**src/rtl/amiga_bus_target_if.sv**
```systemverilog
// Bus-side and Pi-side signal bundle for amiga_bus_target.
// slave = the target block itself; master = whatever models the 68000 bus and the Pi side.
interface amiga_bus_target_if;
  // 68000 bus, target side
  logic [22:0] A_IN;
  logic [2:0]  FC_IN;
  logic        nAS_IN;
  logic        nUDS_IN;
  logic        nLDS_IN;
  logic        RnW_IN;
  logic [15:0] D_IN;
  logic [15:0] D_OUT;
  logic        D_OE;
  logic        nDTACK_OUT;
  logic        nDTACK_OE;
  logic        nBERR_OE;

  // Pi handshake: REQ_VALID rises with REQ_* stable and stays high until the
  // cycle where RSP_VALID pulses (or the bus cycle aborts / times out); the
  // RSP_VALID pulse is the acceptance, there is no separate ready.
  logic        REQ_VALID;
  logic [22:0] REQ_ADDR;
  logic        REQ_READ;
  logic [1:0]  REQ_BE;
  logic [15:0] REQ_WDATA;
  logic        RSP_VALID;
  logic [15:0] RSP_RDATA;
  logic        RSP_ERR;

  // Status
  logic        BUSY;
  logic        ABORT;

  modport slave (
    input  A_IN, FC_IN, nAS_IN, nUDS_IN, nLDS_IN, RnW_IN, D_IN,
    input  RSP_VALID, RSP_RDATA, RSP_ERR,
    output D_OUT, D_OE, nDTACK_OUT, nDTACK_OE, nBERR_OE,
    output REQ_VALID, REQ_ADDR, REQ_READ, REQ_BE, REQ_WDATA,
    output BUSY, ABORT
  );

  modport master (
    output A_IN, FC_IN, nAS_IN, nUDS_IN, nLDS_IN, RnW_IN, D_IN,
    output RSP_VALID, RSP_RDATA, RSP_ERR,
    input  D_OUT, D_OE, nDTACK_OUT, nDTACK_OE, nBERR_OE,
    input  REQ_VALID, REQ_ADDR, REQ_READ, REQ_BE, REQ_WDATA,
    input  BUSY, ABORT
  );
endinterface

```
**src/rtl/amiga_bus_target.sv**
```systemverilog
// Amiga 68000 bus target: decodes an address window, forwards hits to the Pi as one request
// and ends the cycle with DTACK or BERR. Macro AMIGA_BUS_TARGET_TIMEOUT_EN adds a REQUEST timeout.
module amiga_bus_target #(
  parameter logic [23:0] BASE_ADDR      = 24'hE90000,
  parameter int          WINDOW_BITS    = 16,
  parameter logic [9:0]  TIMEOUT_CYCLES = 10'd1023
) (
  input  logic                  SYS_CLK,
  input  logic                  nRST,
  amiga_bus_target_if.slave     bus,
  output logic [2:0]            dbg_state_o
);

  typedef enum logic [2:0] {
    S_IDLE    = 3'd0,
    S_DECODE  = 3'd1,
    S_REQUEST = 3'd2,
    S_ACK     = 3'd3,
    S_ERR     = 3'd4,
    S_RELEASE = 3'd5
  } state_e;

  state_e state_q, state_d;

  // Strobe synchronizers; bit 1 is the version the FSM looks at.
  logic [1:0] as_sync_q;
  logic [1:0] uds_sync_q;
  logic [1:0] lds_sync_q;
  logic [1:0] rnw_sync_q;

  always_ff @(posedge SYS_CLK or negedge nRST) begin
    if (!nRST) begin
      as_sync_q  <= 2'b11;
      uds_sync_q <= 2'b11;
      lds_sync_q <= 2'b11;
      rnw_sync_q <= 2'b11;
    end else begin
      as_sync_q  <= {as_sync_q[0],  bus.nAS_IN};
      uds_sync_q <= {uds_sync_q[0], bus.nUDS_IN};
      lds_sync_q <= {lds_sync_q[0], bus.nLDS_IN};
      rnw_sync_q <= {rnw_sync_q[0], bus.RnW_IN};
    end
  end

  logic nas_s;
  logic nuds_s;
  logic nlds_s;
  logic rnw_s;

  assign nas_s  = as_sync_q[1];
  assign nuds_s = uds_sync_q[1];
  assign nlds_s = lds_sync_q[1];
  assign rnw_s  = rnw_sync_q[1];

  // A_IN lacks A0; rebuild a byte address so the window compare is a plain shift.
  logic [23:0] addr_full;
  logic        in_window;
  logic        cpu_space;
  logic        hit;

  assign addr_full = {bus.A_IN, 1'b0};
  assign in_window = ((addr_full >> WINDOW_BITS) == (BASE_ADDR >> WINDOW_BITS));
  assign cpu_space = (bus.FC_IN == 3'b111);
  assign hit       = !nas_s && !cpu_space && in_window;

`ifdef AMIGA_BUS_TARGET_TIMEOUT_EN
  // Counter is held at zero outside REQUEST, so every entry starts fresh.
  logic [9:0] tmo_cnt_q;
  logic [9:0] tmo_cnt_d;
  logic       timeout;

  always_comb begin
    tmo_cnt_d = 10'd0;
    if (state_q == S_REQUEST) begin
      tmo_cnt_d = tmo_cnt_q + 10'd1;
    end
  end

  always_ff @(posedge SYS_CLK or negedge nRST) begin
    if (!nRST) begin
      tmo_cnt_q <= 10'd0;
    end else begin
      tmo_cnt_q <= tmo_cnt_d;
    end
  end

  assign timeout = (state_q == S_REQUEST) && (tmo_cnt_q == (TIMEOUT_CYCLES - 10'd1));
`else
  logic       timeout;
  logic [9:0] unused_timeout_cycles;

  assign timeout               = 1'b0;
  assign unused_timeout_cycles = TIMEOUT_CYCLES;
`endif

  logic data_strobe;
  logic rsp_take;
  logic abort_d;

  assign data_strobe = !nuds_s || !nlds_s;
  assign rsp_take    = (state_q == S_REQUEST) && !nas_s && bus.RSP_VALID;

  always_comb begin
    state_d = state_q;
    abort_d = 1'b0;
    case (state_q)
      S_IDLE: begin
        if (!nas_s) begin
          state_d = hit ? S_DECODE : S_RELEASE;
        end
      end
      S_DECODE: begin
        if (nas_s) begin
          state_d = S_IDLE;
          abort_d = 1'b1;
        end else if (data_strobe) begin
          state_d = S_REQUEST;
        end
      end
      S_REQUEST: begin
        // A response in the same cycle as the timeout takes precedence.
        if (nas_s) begin
          state_d = S_IDLE;
          abort_d = 1'b1;
        end else if (bus.RSP_VALID) begin
          state_d = bus.RSP_ERR ? S_ERR : S_ACK;
        end else if (timeout) begin
          state_d = S_ERR;
        end
      end
      S_ACK, S_ERR: begin
        if (nas_s) begin
          state_d = S_RELEASE;
        end
      end
      S_RELEASE: begin
        if (nas_s) begin
          state_d = S_IDLE;
        end
      end
      default: begin
        state_d = S_IDLE;
      end
    endcase
  end

  // Output registers, all decoded from the next state so every bus/Pi output is a flop.
  logic [22:0] req_addr_q,  req_addr_d;
  logic        req_read_q,  req_read_d;
  logic [1:0]  req_be_q,    req_be_d;
  logic [15:0] req_wdata_q, req_wdata_d;
  logic        req_valid_q, req_valid_d;
  logic [15:0] d_out_q,     d_out_d;
  logic        d_oe_q,      d_oe_d;
  logic        dtack_out_q, dtack_out_d;
  logic        dtack_oe_q,  dtack_oe_d;
  logic        berr_oe_q,   berr_oe_d;
  logic        busy_q,      busy_d;
  logic        abort_q;
  logic        latch_req;
  logic        negate_dtack;

  assign latch_req    = (state_q == S_DECODE) && (state_d == S_REQUEST);
  assign negate_dtack = (state_q == S_ACK) && (state_d == S_RELEASE);

  always_comb begin
    req_addr_d  = req_addr_q;
    req_read_d  = req_read_q;
    req_be_d    = req_be_q;
    req_wdata_d = req_wdata_q;
    d_out_d     = d_out_q;
    if (latch_req) begin
      req_addr_d = bus.A_IN;
      req_read_d = rnw_s;
      req_be_d   = {!nuds_s, !nlds_s};
      if (!rnw_s) begin
        req_wdata_d = bus.D_IN;
      end
    end
    if (rsp_take) begin
      d_out_d = bus.RSP_RDATA;
    end
  end

  // DTACK is actively driven high for the single RELEASE cycle that follows ACK.
  always_comb begin
    req_valid_d = (state_d == S_REQUEST);
    d_oe_d      = (state_d == S_ACK) && req_read_q;
    dtack_out_d = (state_d != S_ACK);
    dtack_oe_d  = (state_d == S_ACK) || negate_dtack;
    berr_oe_d   = (state_d == S_ERR);
    busy_d      = (state_d != S_IDLE);
  end

  always_ff @(posedge SYS_CLK or negedge nRST) begin
    if (!nRST) begin
      state_q     <= S_IDLE;
      req_addr_q  <= 23'd0;
      req_read_q  <= 1'b0;
      req_be_q    <= 2'b00;
      req_wdata_q <= 16'd0;
      req_valid_q <= 1'b0;
      d_out_q     <= 16'd0;
      d_oe_q      <= 1'b0;
      dtack_out_q <= 1'b1;
      dtack_oe_q  <= 1'b0;
      berr_oe_q   <= 1'b0;
      busy_q      <= 1'b0;
      abort_q     <= 1'b0;
    end else begin
      state_q     <= state_d;
      req_addr_q  <= req_addr_d;
      req_read_q  <= req_read_d;
      req_be_q    <= req_be_d;
      req_wdata_q <= req_wdata_d;
      req_valid_q <= req_valid_d;
      d_out_q     <= d_out_d;
      d_oe_q      <= d_oe_d;
      dtack_out_q <= dtack_out_d;
      dtack_oe_q  <= dtack_oe_d;
      berr_oe_q   <= berr_oe_d;
      busy_q      <= busy_d;
      abort_q     <= abort_d;
    end
  end

  assign bus.REQ_ADDR   = req_addr_q;
  assign bus.REQ_READ   = req_read_q;
  assign bus.REQ_BE     = req_be_q;
  assign bus.REQ_WDATA  = req_wdata_q;
  assign bus.REQ_VALID  = req_valid_q;
  assign bus.D_OUT      = d_out_q;
  assign bus.D_OE       = d_oe_q;
  assign bus.nDTACK_OUT = dtack_out_q;
  assign bus.nDTACK_OE  = dtack_oe_q;
  assign bus.nBERR_OE   = berr_oe_q;
  assign bus.BUSY       = busy_q;
  assign bus.ABORT      = abort_q;
  assign dbg_state_o    = state_q;

endmodule

```
**src/flat_wrapper.sv**
```systemverilog
// flat-port wrapper written by rule: the top's interface ports become plain ports
module amiga_bus_target_flat 
#(
  parameter logic [23:0] BASE_ADDR      = 24'hE90000,
  parameter int          WINDOW_BITS    = 16,
  parameter logic [9:0]  TIMEOUT_CYCLES = 10'd1023
)
  (SYS_CLK, nRST, dbg_state_o, bus_A_IN, bus_FC_IN, bus_nAS_IN, bus_nUDS_IN, bus_nLDS_IN, bus_RnW_IN, bus_D_IN, bus_RSP_VALID, bus_RSP_RDATA, bus_RSP_ERR, bus_D_OUT, bus_D_OE, bus_nDTACK_OUT, bus_nDTACK_OE, bus_nBERR_OE, bus_REQ_VALID, bus_REQ_ADDR, bus_REQ_READ, bus_REQ_BE, bus_REQ_WDATA, bus_BUSY, bus_ABORT);
  amiga_bus_target_if bus_i ();
  input  logic SYS_CLK;
  input  logic nRST;
  output logic [2:0] dbg_state_o;
  input wire logic [$bits(bus_i.A_IN)-1:0] bus_A_IN;
  input wire logic [$bits(bus_i.FC_IN)-1:0] bus_FC_IN;
  input wire logic [$bits(bus_i.nAS_IN)-1:0] bus_nAS_IN;
  input wire logic [$bits(bus_i.nUDS_IN)-1:0] bus_nUDS_IN;
  input wire logic [$bits(bus_i.nLDS_IN)-1:0] bus_nLDS_IN;
  input wire logic [$bits(bus_i.RnW_IN)-1:0] bus_RnW_IN;
  input wire logic [$bits(bus_i.D_IN)-1:0] bus_D_IN;
  input wire logic [$bits(bus_i.RSP_VALID)-1:0] bus_RSP_VALID;
  input wire logic [$bits(bus_i.RSP_RDATA)-1:0] bus_RSP_RDATA;
  input wire logic [$bits(bus_i.RSP_ERR)-1:0] bus_RSP_ERR;
  output wire logic [$bits(bus_i.D_OUT)-1:0] bus_D_OUT;
  output wire logic [$bits(bus_i.D_OE)-1:0] bus_D_OE;
  output wire logic [$bits(bus_i.nDTACK_OUT)-1:0] bus_nDTACK_OUT;
  output wire logic [$bits(bus_i.nDTACK_OE)-1:0] bus_nDTACK_OE;
  output wire logic [$bits(bus_i.nBERR_OE)-1:0] bus_nBERR_OE;
  output wire logic [$bits(bus_i.REQ_VALID)-1:0] bus_REQ_VALID;
  output wire logic [$bits(bus_i.REQ_ADDR)-1:0] bus_REQ_ADDR;
  output wire logic [$bits(bus_i.REQ_READ)-1:0] bus_REQ_READ;
  output wire logic [$bits(bus_i.REQ_BE)-1:0] bus_REQ_BE;
  output wire logic [$bits(bus_i.REQ_WDATA)-1:0] bus_REQ_WDATA;
  output wire logic [$bits(bus_i.BUSY)-1:0] bus_BUSY;
  output wire logic [$bits(bus_i.ABORT)-1:0] bus_ABORT;
  assign bus_i.A_IN = bus_A_IN;
  assign bus_i.FC_IN = bus_FC_IN;
  assign bus_i.nAS_IN = bus_nAS_IN;
  assign bus_i.nUDS_IN = bus_nUDS_IN;
  assign bus_i.nLDS_IN = bus_nLDS_IN;
  assign bus_i.RnW_IN = bus_RnW_IN;
  assign bus_i.D_IN = bus_D_IN;
  assign bus_i.RSP_VALID = bus_RSP_VALID;
  assign bus_i.RSP_RDATA = bus_RSP_RDATA;
  assign bus_i.RSP_ERR = bus_RSP_ERR;
  assign bus_D_OUT = bus_i.D_OUT;
  assign bus_D_OE = bus_i.D_OE;
  assign bus_nDTACK_OUT = bus_i.nDTACK_OUT;
  assign bus_nDTACK_OE = bus_i.nDTACK_OE;
  assign bus_nBERR_OE = bus_i.nBERR_OE;
  assign bus_REQ_VALID = bus_i.REQ_VALID;
  assign bus_REQ_ADDR = bus_i.REQ_ADDR;
  assign bus_REQ_READ = bus_i.REQ_READ;
  assign bus_REQ_BE = bus_i.REQ_BE;
  assign bus_REQ_WDATA = bus_i.REQ_WDATA;
  assign bus_BUSY = bus_i.BUSY;
  assign bus_ABORT = bus_i.ABORT;
  amiga_bus_target #(.BASE_ADDR(BASE_ADDR), .WINDOW_BITS(WINDOW_BITS), .TIMEOUT_CYCLES(TIMEOUT_CYCLES)) u_core (.SYS_CLK(SYS_CLK), .nRST(nRST), .bus(bus_i), .dbg_state_o(dbg_state_o));
endmodule
```
**config.mk**
```make
export PLATFORM = sky130hd
export DESIGN_NAME = amiga_bus_target_flat
export DESIGN_NICKNAME = d
export VERILOG_FILES = /design/src/rtl/amiga_bus_target_if.sv /design/src/rtl/amiga_bus_target.sv /design/src/flat_wrapper.sv
export SDC_FILE = /design/constraint.sdc
export NUM_CORES = 1
export LEC_CHECK = 0
export ABC_AREA = 1
export CAP_MARGIN = 20
export CORE_MARGIN = 5
export CORE_UTILIZATION = 46
export CTS_BUF_LIST = sky130_fd_sc_hd__clkbuf_2
export CTS_CLUSTER_SIZE = 30
export DETAILED_ROUTE_END_ITERATION = 10
export PLACE_DENSITY = 0.89
export RECOVER_POWER = 100
export REMOVE_ABC_BUFFERS = 1
export SLEW_MARGIN = 20
export SYNTH_ARGS = -nofsm -noshare
export SYNTH_HDL_FRONTEND = slang
export SYNTH_SLANG_ARGS = --single-unit
```
**constraint.sdc**
```tcl
create_clock -name SYS_CLK -period 3.4 [get_ports SYS_CLK]
set_clock_uncertainty 0.2 [all_clocks]
set_input_delay 0.68 -clock SYS_CLK [delete_from_list [all_inputs] [get_ports SYS_CLK]]
set_output_delay 0.68 -clock SYS_CLK [all_outputs]
set_load 0.02 [all_outputs]
```
-- Yosys cells after proc, flatten, opt, wreduce, memory -nomap -nowiden
Index checks and enable logic that the tools add are counted.
- logic and storage cells: 60
- output and inout bits: 68
- input port bits: 66
- bits in registers: 76
- equality and inequality tests: 12
- reductions and logical operators: 18
- bitwise gates (word level): 1
- mux-type cells: 12
- operator list (operator ; number):
    3-bit 2-to-1 mux ; 9
    3-bit == test (second input constant) ; 5
    3-bit case mux with 5 select lines ; 1
    3-bit by 2-bit == test with 1-bit output (second input constant) ; 4
    8-bit == test (second input constant) ; 1
    1-bit logical AND ; 7
    1-bit zero test ; 4
    2-bit OR reduction ; 2
    3-bit by 1-bit == test with 1-bit output (second input constant) ; 1
    3-bit zero test ; 1
    3-bit by 2-bit inequality test with 1-bit output (second input constant) ; 1
    3-bit nonzero test ; 1
    1-bit logical OR ; 2
    1-bit 2-to-1 mux ; 2
    2-bit AND reduction ; 1
    1-bit inverter ; 1

-- Logic depth before layout (Yosys ltp)
Gate-level depths: netlist of run 1.
- word-level depth: 10
- mapped depth: 10
- gate-level depth less buffers: 9

-- Worst setup path before layout of run 1
Ideal clock, no wire load.
- kind: register -> register
- start: reg u_core.state_q[0] (netlist: u_core.dbg_state_o[0])
- end: reg u_core.req_wdata_q[10] (netlist: u_core.bus.REQ_WDATA[10])
- data arrival time: 1.308 ns
- clock period less this slack: 1.625 ns
- data required time: 3.083 ns
- buffers on the path: 2
- path slack: 1.775 ns
- library setup time: 0.117 ns
- cell stages (with the launch flop): 10
- path through: dfrtp_1 buf_4 nand2_1 inv_2 nand3_4 nor2_8 inv_2 buf_6 nand2_1 nand2_1
- word-level cells in the longest chain between the ends: 6
- elaborated cells between the ends (all ways): 18
- those cells by class: eq/ne: 6; mux: 8; reduce/logical: 4
- RTL lines (element ; line ; text):
    start: declaration ; amiga_bus_target.sv:23 ; state_e state_q, state_d;
    start signal: assignment ; amiga_bus_target.sv:211 ; state_q <= state_d;
    3-bit == test (tied with other cells) ; amiga_bus_target.sv:106 ; case (state_q)
    2-bit OR reduction (tied with other cells) ; amiga_bus_target.sv:106 ;
    3-bit case mux with 5 select lines ; amiga_bus_target.sv:106 ;
    3-bit by 2-bit == test with 1-bit output ; amiga_bus_target.sv:163 ; assign latch_req = (state_q == S_DECODE) && (state_d == S_REQUEST);
    1-bit logical AND * ; amiga_bus_target.sv:163 ;
    2-bit AND reduction (no line) * ; - ;
    end signal: assignment ; amiga_bus_target.sv:215 ; req_wdata_q <= req_wdata_d;
    end: declaration ; amiga_bus_target.sv:151 ; logic [15:0] req_wdata_q, req_wdata_d;
Every way passes the cells marked *; elsewhere a longest branch is shown, timed or not.
A chain may end at the register's enable or synchronous reset.

-- Final worst setup path of run 1
- start: in bus_RSP_VALID
- end: reg u_core.dtack_oe_q (netlist: u_core.bus.nDTACK_OE)
- word-level cells in the longest chain between the ends: 6
- elaborated cells between the ends (all ways): 7
- those cells by class: eq/ne: 2; mux: 3; reduce/logical: 2
- RTL lines (element ; line ; text):
    start: declaration ; flat_wrapper.sv:20 ; input wire logic [$bits(bus_i.RSP_VALID)-1:0] bus_RSP_VALID;
    3-bit 2-to-1 mux * ; amiga_bus_target.sv:125 ; end else if (bus.RSP_VALID) begin
    3-bit 2-to-1 mux * ; amiga_bus_target.sv:122 ; if (nas_s) begin
    3-bit case mux with 5 select lines * ; amiga_bus_target.sv:106 ;
    named net u_core.state_d[1] ; amiga_bus_target.sv:23 ;
    3-bit == test ; amiga_bus_target.sv:164 ; assign negate_dtack = (state_q == S_ACK) && (state_d == S_RELEASE);
    1-bit logical AND ; amiga_bus_target.sv:164 ;
    1-bit logical OR * ; amiga_bus_target.sv:190 ; dtack_oe_d = (state_d == S_ACK) || negate_dtack;
    named net u_core.dtack_oe_d ; amiga_bus_target.sv:156 ; logic dtack_oe_q, dtack_oe_d;
    end signal: assignment ; amiga_bus_target.sv:220 ; dtack_oe_q <= dtack_oe_d;
    end: declaration ; amiga_bus_target.sv:156 ;
Mark *: on every way through the listed nets, which the timed path passes. The rest lies on a longest branch.

==> results.toml, run 1 <==
[clock_tree]
root_buffer = "clkbuf_2"
hold_buffers = 0
post_cts_buffers = 0
cts_buffer_depth = 2
htree_levels = 3
ctsResizeCount = 0
cts_tree = "built"
cts.sinks = 76
insertion_delay_ps = 460
numCtsBuffers = 9
path_clk_slew_ps = 220

[cells_and_area]
drive_above_1_share_pct = 6.765
design_area_um2 = 4484
fill_cells = 495
final_util_pct = 70.62
area_growth_pct = 48.71
final_nets = 534
n_antenna_cell = 0

[sta]
period_share_pct = 79.84
fmax_ghz = 0.3684
rsz0062_at_grt = "false"
setup_tns_ps = 0
hold_violations = 0
min_period_ps = 2715
setup_violations = 0
finalMaxSlewViolations = 77
layout_setup_ws_ps = 685.5
slew_headroom_pct = -21.30
worst_pin_slew_ps = 1819

[drt]
viasPerCell = 4.815
vias = 2648
totalWireLength_mm = 7.498
antenna_left = 0
wl_per_cell_um = 13.63
drcViolationCount = 0
drt_iter0_drc = 112
firstDrtPassIters = 4

[setup_path]
worstPathRequired_ps = 3600
cpMostUsedCell = "nand2_1"
crit_buf_inv = 3
critical-path-top-delay-family = "buffers and inverters"
crit_path_max_fanout = 20
critPathArrivalTime_ps = 2920
path_class = "in2reg"
startpoint_type = "primary input"
end_kind = "flop"
slowest_stage = "clkbuf_1"
path_cells = "dlygate4sd3_1 -> clkbuf_1 -> nand2_1 -> nand3_1 -> nand2_1 -> nor2_1 -> clkinv_1 -> nand2_1 -> nand2_1"
cpPeakStageDelay_ps = 650

[synthesis]
synth.yosys.seq_area_share_pct = 63.44
synthTopCellsByArea = "dfrtp_1 (56%), nand2_1 (22%), dfstp_2 (7.8%)"
synth.cell_area_um2 = 3015
netlist_instances = 335
async_reset_ff_share_pct = 100.0
synth-edff-count = 0
synth_seq_cells = 76
synth_common_cells = "nand2_1 (173), dfrtp_1 (67), nand3_1 (26), nor2_1 (15), inv_1 (10)"
yosysMostFrequentCell = "nand2_1"
synth_top_area_cell = "dfrtp_1"
synth_top_area_share_pct = 55.60
ys_warn_count = 0
synth.distinct_cells = 22
avgSynthCellArea_um2 = 9.001
synth_top_flop_cell = "dfrtp_1"

[global_route]
grt_start_max_net_pins = 77
grt-ovfl-total = 0
grt_first_pass_wirelength_mm = 12.50
grt_use_total_pct = 18.33
grt_antenna_before_repair = 0
grt_pass1_vias = 2716

[die]
die_area_um2 = 8275
start_util_pct = 47.49
core_area_um2 = 6350
pin_count = 134
die_w_um = 90.97
fp-row-count = 29
fp.dieH_um = 90.97

[pwr]
p_leak_nw = 2.317
p_per_area_nw_per_um2 = 867.5
p_total_mw = 3.890
peakVddDrop_v = 0.0005887

[run_status]
failed_checks = "max-capacitance violations, max-slew violations"
status = "complete, but fails checks"

[place]
place_hpwl_mm = 5.531
numPortBuffers = 133
place_ws_ps = 1003
place_area_um2 = 4370
gp_congestion = 0.8776

[job]
drv_cap = 1

[worst_hold_path]
hp-class = "reg2reg"
==> area by class of cell <==
type,instances,area [µm²],area share [%]
Inverter,18,67.56,1.507
Sequential cell,76,1913,42.66
Clock inverter,6,80.08,1.786
Timing Repair Buffer,134,1330,29.66
Tap cell,77,96.34,2.148
Multi-Input combinational cell,229,947.2,21.12
Clock buffer,10,50.05,1.116
==> stage by stage <==
| step | instances | hold WS, ps |
|---|---|---|
| after floorplan | 323 | 145.2 |
| after global placement | 534 | 145.7 |
| after detailed placement | 534 | 146.8 |
| after CTS | 550 | 99.24 |
| after global routing | 550 | 174.9 |
| final | 550 | 170.2 |
==> metal layers <==
layer | global-route usage (%) | part of all wire, % | vias up | routed length, µm
met3 | 6.364 | 9.7 | 11 | 725
met5 | 0 | 0 | - | 0
met2 | 30.11 | 48 | 118 | 3595
li1 | - | - | 1300 | -
met4 | 6.724 | 1.4 | 0 | 105
met1 | 22.40 | 41 | 1219 | 3072
==> worst paths after layout <==
| kind | start | to | slack (ps) | cells after the start |
|---|---|---|---|---|
| min in group asynchronous | nRST | u_core.bus.REQ_WDATA[13]$_DFFE_PN0P_ | 480 | 1 |
| min | u_core.as_sync_q[0]$_DFF_PN1_ | u_core.as_sync_q[1]$_DFF_PN1_ | 170 | 0 |
| min reg2reg | u_core.as_sync_q[0]$_DFF_PN1_ | u_core.as_sync_q[1]$_DFF_PN1_ | 170 | 0 |
| max reg2reg | u_core.dbg_state_o[0]$_DFF_PN0_ | u_core.bus.REQ_WDATA[3]$_DFFE_PN0P_ | 1130 | 7 |
| max in group asynchronous | nRST | u_core.bus.REQ_BE[0]$_DFFE_PN0P_ | 1450 | 1 |
| max | bus_RSP_VALID | u_core.bus.nDTACK_OE$_DFF_PN0_ | 690 | 9 |
==> sequential cells by signal (all words and copies together), names as in the netlist, 2 cells and up <==
name	cells
u_core.lds_sync_q	2
u_core.bus.REQ_WDATA	16
u_core.bus.D_OUT	16
u_core.bus.REQ_ADDR	23
u_core.bus.REQ_BE	2
u_core.uds_sync_q	2
u_core.as_sync_q	2
u_core.rnw_sync_q	2
u_core.dbg_state_o	3
==> cells by family (layout without fill, tap and decap cells) <==
group | after synthesis | after routing | share of synthesized area [%]
and+or+nand+nor | 222 | 222 | 30.50
AOI/OAI and AO/OA | 7 | 7 | 1.245
DFF | 76 | 76 | 63.44
buffers and inverters | 30 | 168 | 4.813
==> cell usage in the layout (no fill, tap or decap), types with 2 or more instances in the layout <==
| cell type | count |
|---|---|
| clkdlybuf4s50_1 | 59 |
| clkbuf_2 | 11 |
| inv_1 | 13 |
| bufinv_16 | 2 |
| nand2_1 | 174 |
| dlygate4sd3_1 | 73 |
| nor2_1 | 16 |
| o21ai_0 | 5 |
| dfrtp_1 | 67 |
| inv_2 | 4 |
| dfstp_2 | 9 |
| nand3_1 | 26 |
| clkinv_1 | 3 |
==> where the power goes <==
group | internal [mW] | switching (mW) | total (mW)
Sequential | 1.29 | 0.217 | 1.51
Combinational | 0.767 | 1.08 | 1.84
Clock | 0.241 | 0.295 | 0.536
Power figures use the tool's default switching activity.
==> inputs of run 2 (changes only) <==
- CORE_UTILIZATION: 46 -> 39
- PLACE_DENSITY: 0.89 -> 0.8
- clock period: 3.4 -> 2.3 ns (I/O delays scaled with it)
==> run 2 against run 1 <==
Net effect: the run now ends clean; global-route usage fell by 2.2 points; critical path depth is 8 lower; worst setup slack got worse by 570 ps; largest power group unchanged; sequential share of layout area decreased by 0.62 points; total power rose by 56%; register-to-register slack worse by 850 ps; via count down 1.2%; die area grew 16%; sequential power rose by 49%; final cell count up 5.1%; final area is 1.5% higher.
==> results.toml, run 2 (same netlist as run 1, synthesis figures left out) <==
[run_status]
status = "completed"

[cells_and_area]
largest_reg_flops = 23
final_nets = 537
drive_above_1_share_pct = 7.563
fill_cells = 666
layout_common_cells = "nand2_1 (174), clkdlybuf4s50_1 (120), dfrtp_1 (66)"
area_growth_pct = 51.00
instances_no_fill = 578
n_antenna_cell = 0
layout_commonest_cell = "nand2_1"

[pwr]
peakVddDrop_v = 0.0008626
p_per_area_nw_per_um2 = 1329
p_leak_nw = 2.269

[clock_tree]
path_clk_slew_ps = 180
root_buffer = "clkbuf_2"
cts_tree = "built"
numCtsBuffers = 9
cts.sinks = 76
htree_levels = 3
cts_buffer_depth = 2
post_cts_buffers = 0
insertion_delay_ps = 480

[place]
gp_congestion = 0.7949
placedCellCount = 561
place_hpwl_mm = 5.740
numPortBuffers = 133

[drt]
wl_met3_um = 628
vias = 2616
wirelength_met1_mm = 3.138
totalWireLength_mm = 7.488
topRoutingLayerUsed = "met4"
antenna_left = 0
viasPerCell = 4.526
wl_per_cell_um = 12.96
drcViolationCount = 0
wl_met2_mm = 3.641
firstDrtPassIters = 4
drt_iter0_drc = 136

[sta]
finalMaxSlewViolations = 0
fmax_ghz = 0.4579
slew_headroom_pct = 48.46
rsz0062_at_grt = "false"
worst_pin_slew_ps = 773.1
min_period_ps = 2184
setup_tns_ps = 0
setup_violations = 0
period_share_pct = 94.95
hold_violations = 0

[setup_path]
cpPeakStageDelay_ps = 650
crit_path_max_fanout = 2
path_cells = "dlygate4sd3_1"
slowest_stage = "dlygate4sd3_1"
critical-path-top-delay-family = "buffers and inverters"
r2r_cells = 6
worstSetupEndpoint = "bus_REQ_ADDR[12]"
crit_start = "u_core.bus.REQ_ADDR[12]$_DFFE_PN0P_"
regToRegSetupSlack_ps = 280
critPathArrivalTime_ps = 1520
r2r-end = "u_core.bus.D_OUT[9]$_DFFE_PN0P_"
path_depth = 1
worstPathRequired_ps = 1640
crit_buf_inv = 1
path_class = "reg2out"
end_kind = "output pin"
rr_startpoint = "u_core.dbg_state_o[2]$_DFF_PN0_"
startpoint_type = "flop"

[global_route]
grt-ovfl-total = 0
grt_antenna_before_repair = 0
grt_pass1_vias = 2579
grt_start_max_net_pins = 45
grt_use_total_pct = 16.10
grt_first_pass_wirelength_mm = 12.42

[die]
die_area_um2 = 9590
pin_count = 134
start_util_pct = 39.43
fp.dieH_um = 97.93
core_area_um2 = 7647
fp-row-count = 32
die_w_um = 97.93

[job]
drv_cap = 0

[worst_hold_path]
hp-class = "reg2reg"
## run 2: cell count changes in the layout (fill, tap and decap cells not counted), moves of 2 or more
cell / previous run / this run
dlygate4sd3_1: 73 / 9
clkdlybuf4s50_1: 59 / 120
dlygate4sd2_1: 0 / 3
inv_2: 4 / 6
## run 2: cell type report
type	instances	area, µm²	share of cell area (%)
clock inverters	6	102.6	2.253
inverters	18	67.56	1.484
repair buffers	137	1346	29.57
clock buffers	10	50.05	1.099
flip-flops and latches	76	1914	42.04
well taps	102	127.6	2.803
multi-input cells	229	944.7	20.75
## run 2: how the worst min path moves through the flow
stage | start | cells past startpoint | end
2_1_floorplan | nRST | 0 | u_core.bus.ABORT$_DFF_PN0_
3_3_place_gp | u_core.as_sync_q[0]$_DFF_PN1_ | 0 | u_core.as_sync_q[1]$_DFF_PN1_
3_5_place_dp | u_core.lds_sync_q[0]$_DFF_PN1_ | 0 | u_core.lds_sync_q[1]$_DFF_PN1_
4_1_cts | bus_nUDS_IN | 1 | u_core.uds_sync_q[0]$_DFF_PN1_
5_1_grt | u_core.rnw_sync_q[0]$_DFF_PN1_ | 0 | u_core.rnw_sync_q[1]$_DFF_PN1_
6_report | u_core.rnw_sync_q[0]$_DFF_PN1_ | 0 | u_core.rnw_sync_q[1]$_DFF_PN1_
## run 2: stage by stage
stage	area, µm²	setup WS, ps	utilization, %	power [mW]	hold slack, ps
2_1_floorplan	2938	455.5	-	3.700	-35.59
3_3_place_gp	4429	331.8	57.92	5.195	145.7
3_5_place_dp	4429	280.7	57.92	5.272	146.8
4_1_cts	4591	3.742	60.03	6.167	85.25
5_1_grt	4553	10.69	59.54	6.452	178.0
6_report	4553	116.1	59.54	6.053	169.6
## run 2: layer usage
layer	up-vias	track usage [%]
li1	1302	-
met1	1201	19.77
met2	105	26.07
met3	8	5.571
met4	0	6.390
met5	-	0
## run 2: power by group
group | internal [mW] | switching, mW
Clock | 0.465 | 0.429
Combinational | 1.32 | 1.59
Sequential | 1.92 | 0.338
Total | 3.70 | 2.35
## run 2: timing repair
action	CTS	global route
gates resized for setup	5	1
hold endpoints to repair	32	0
gates cloned	0	0
setup endpoints to repair	4	1
hold buffers	1	0
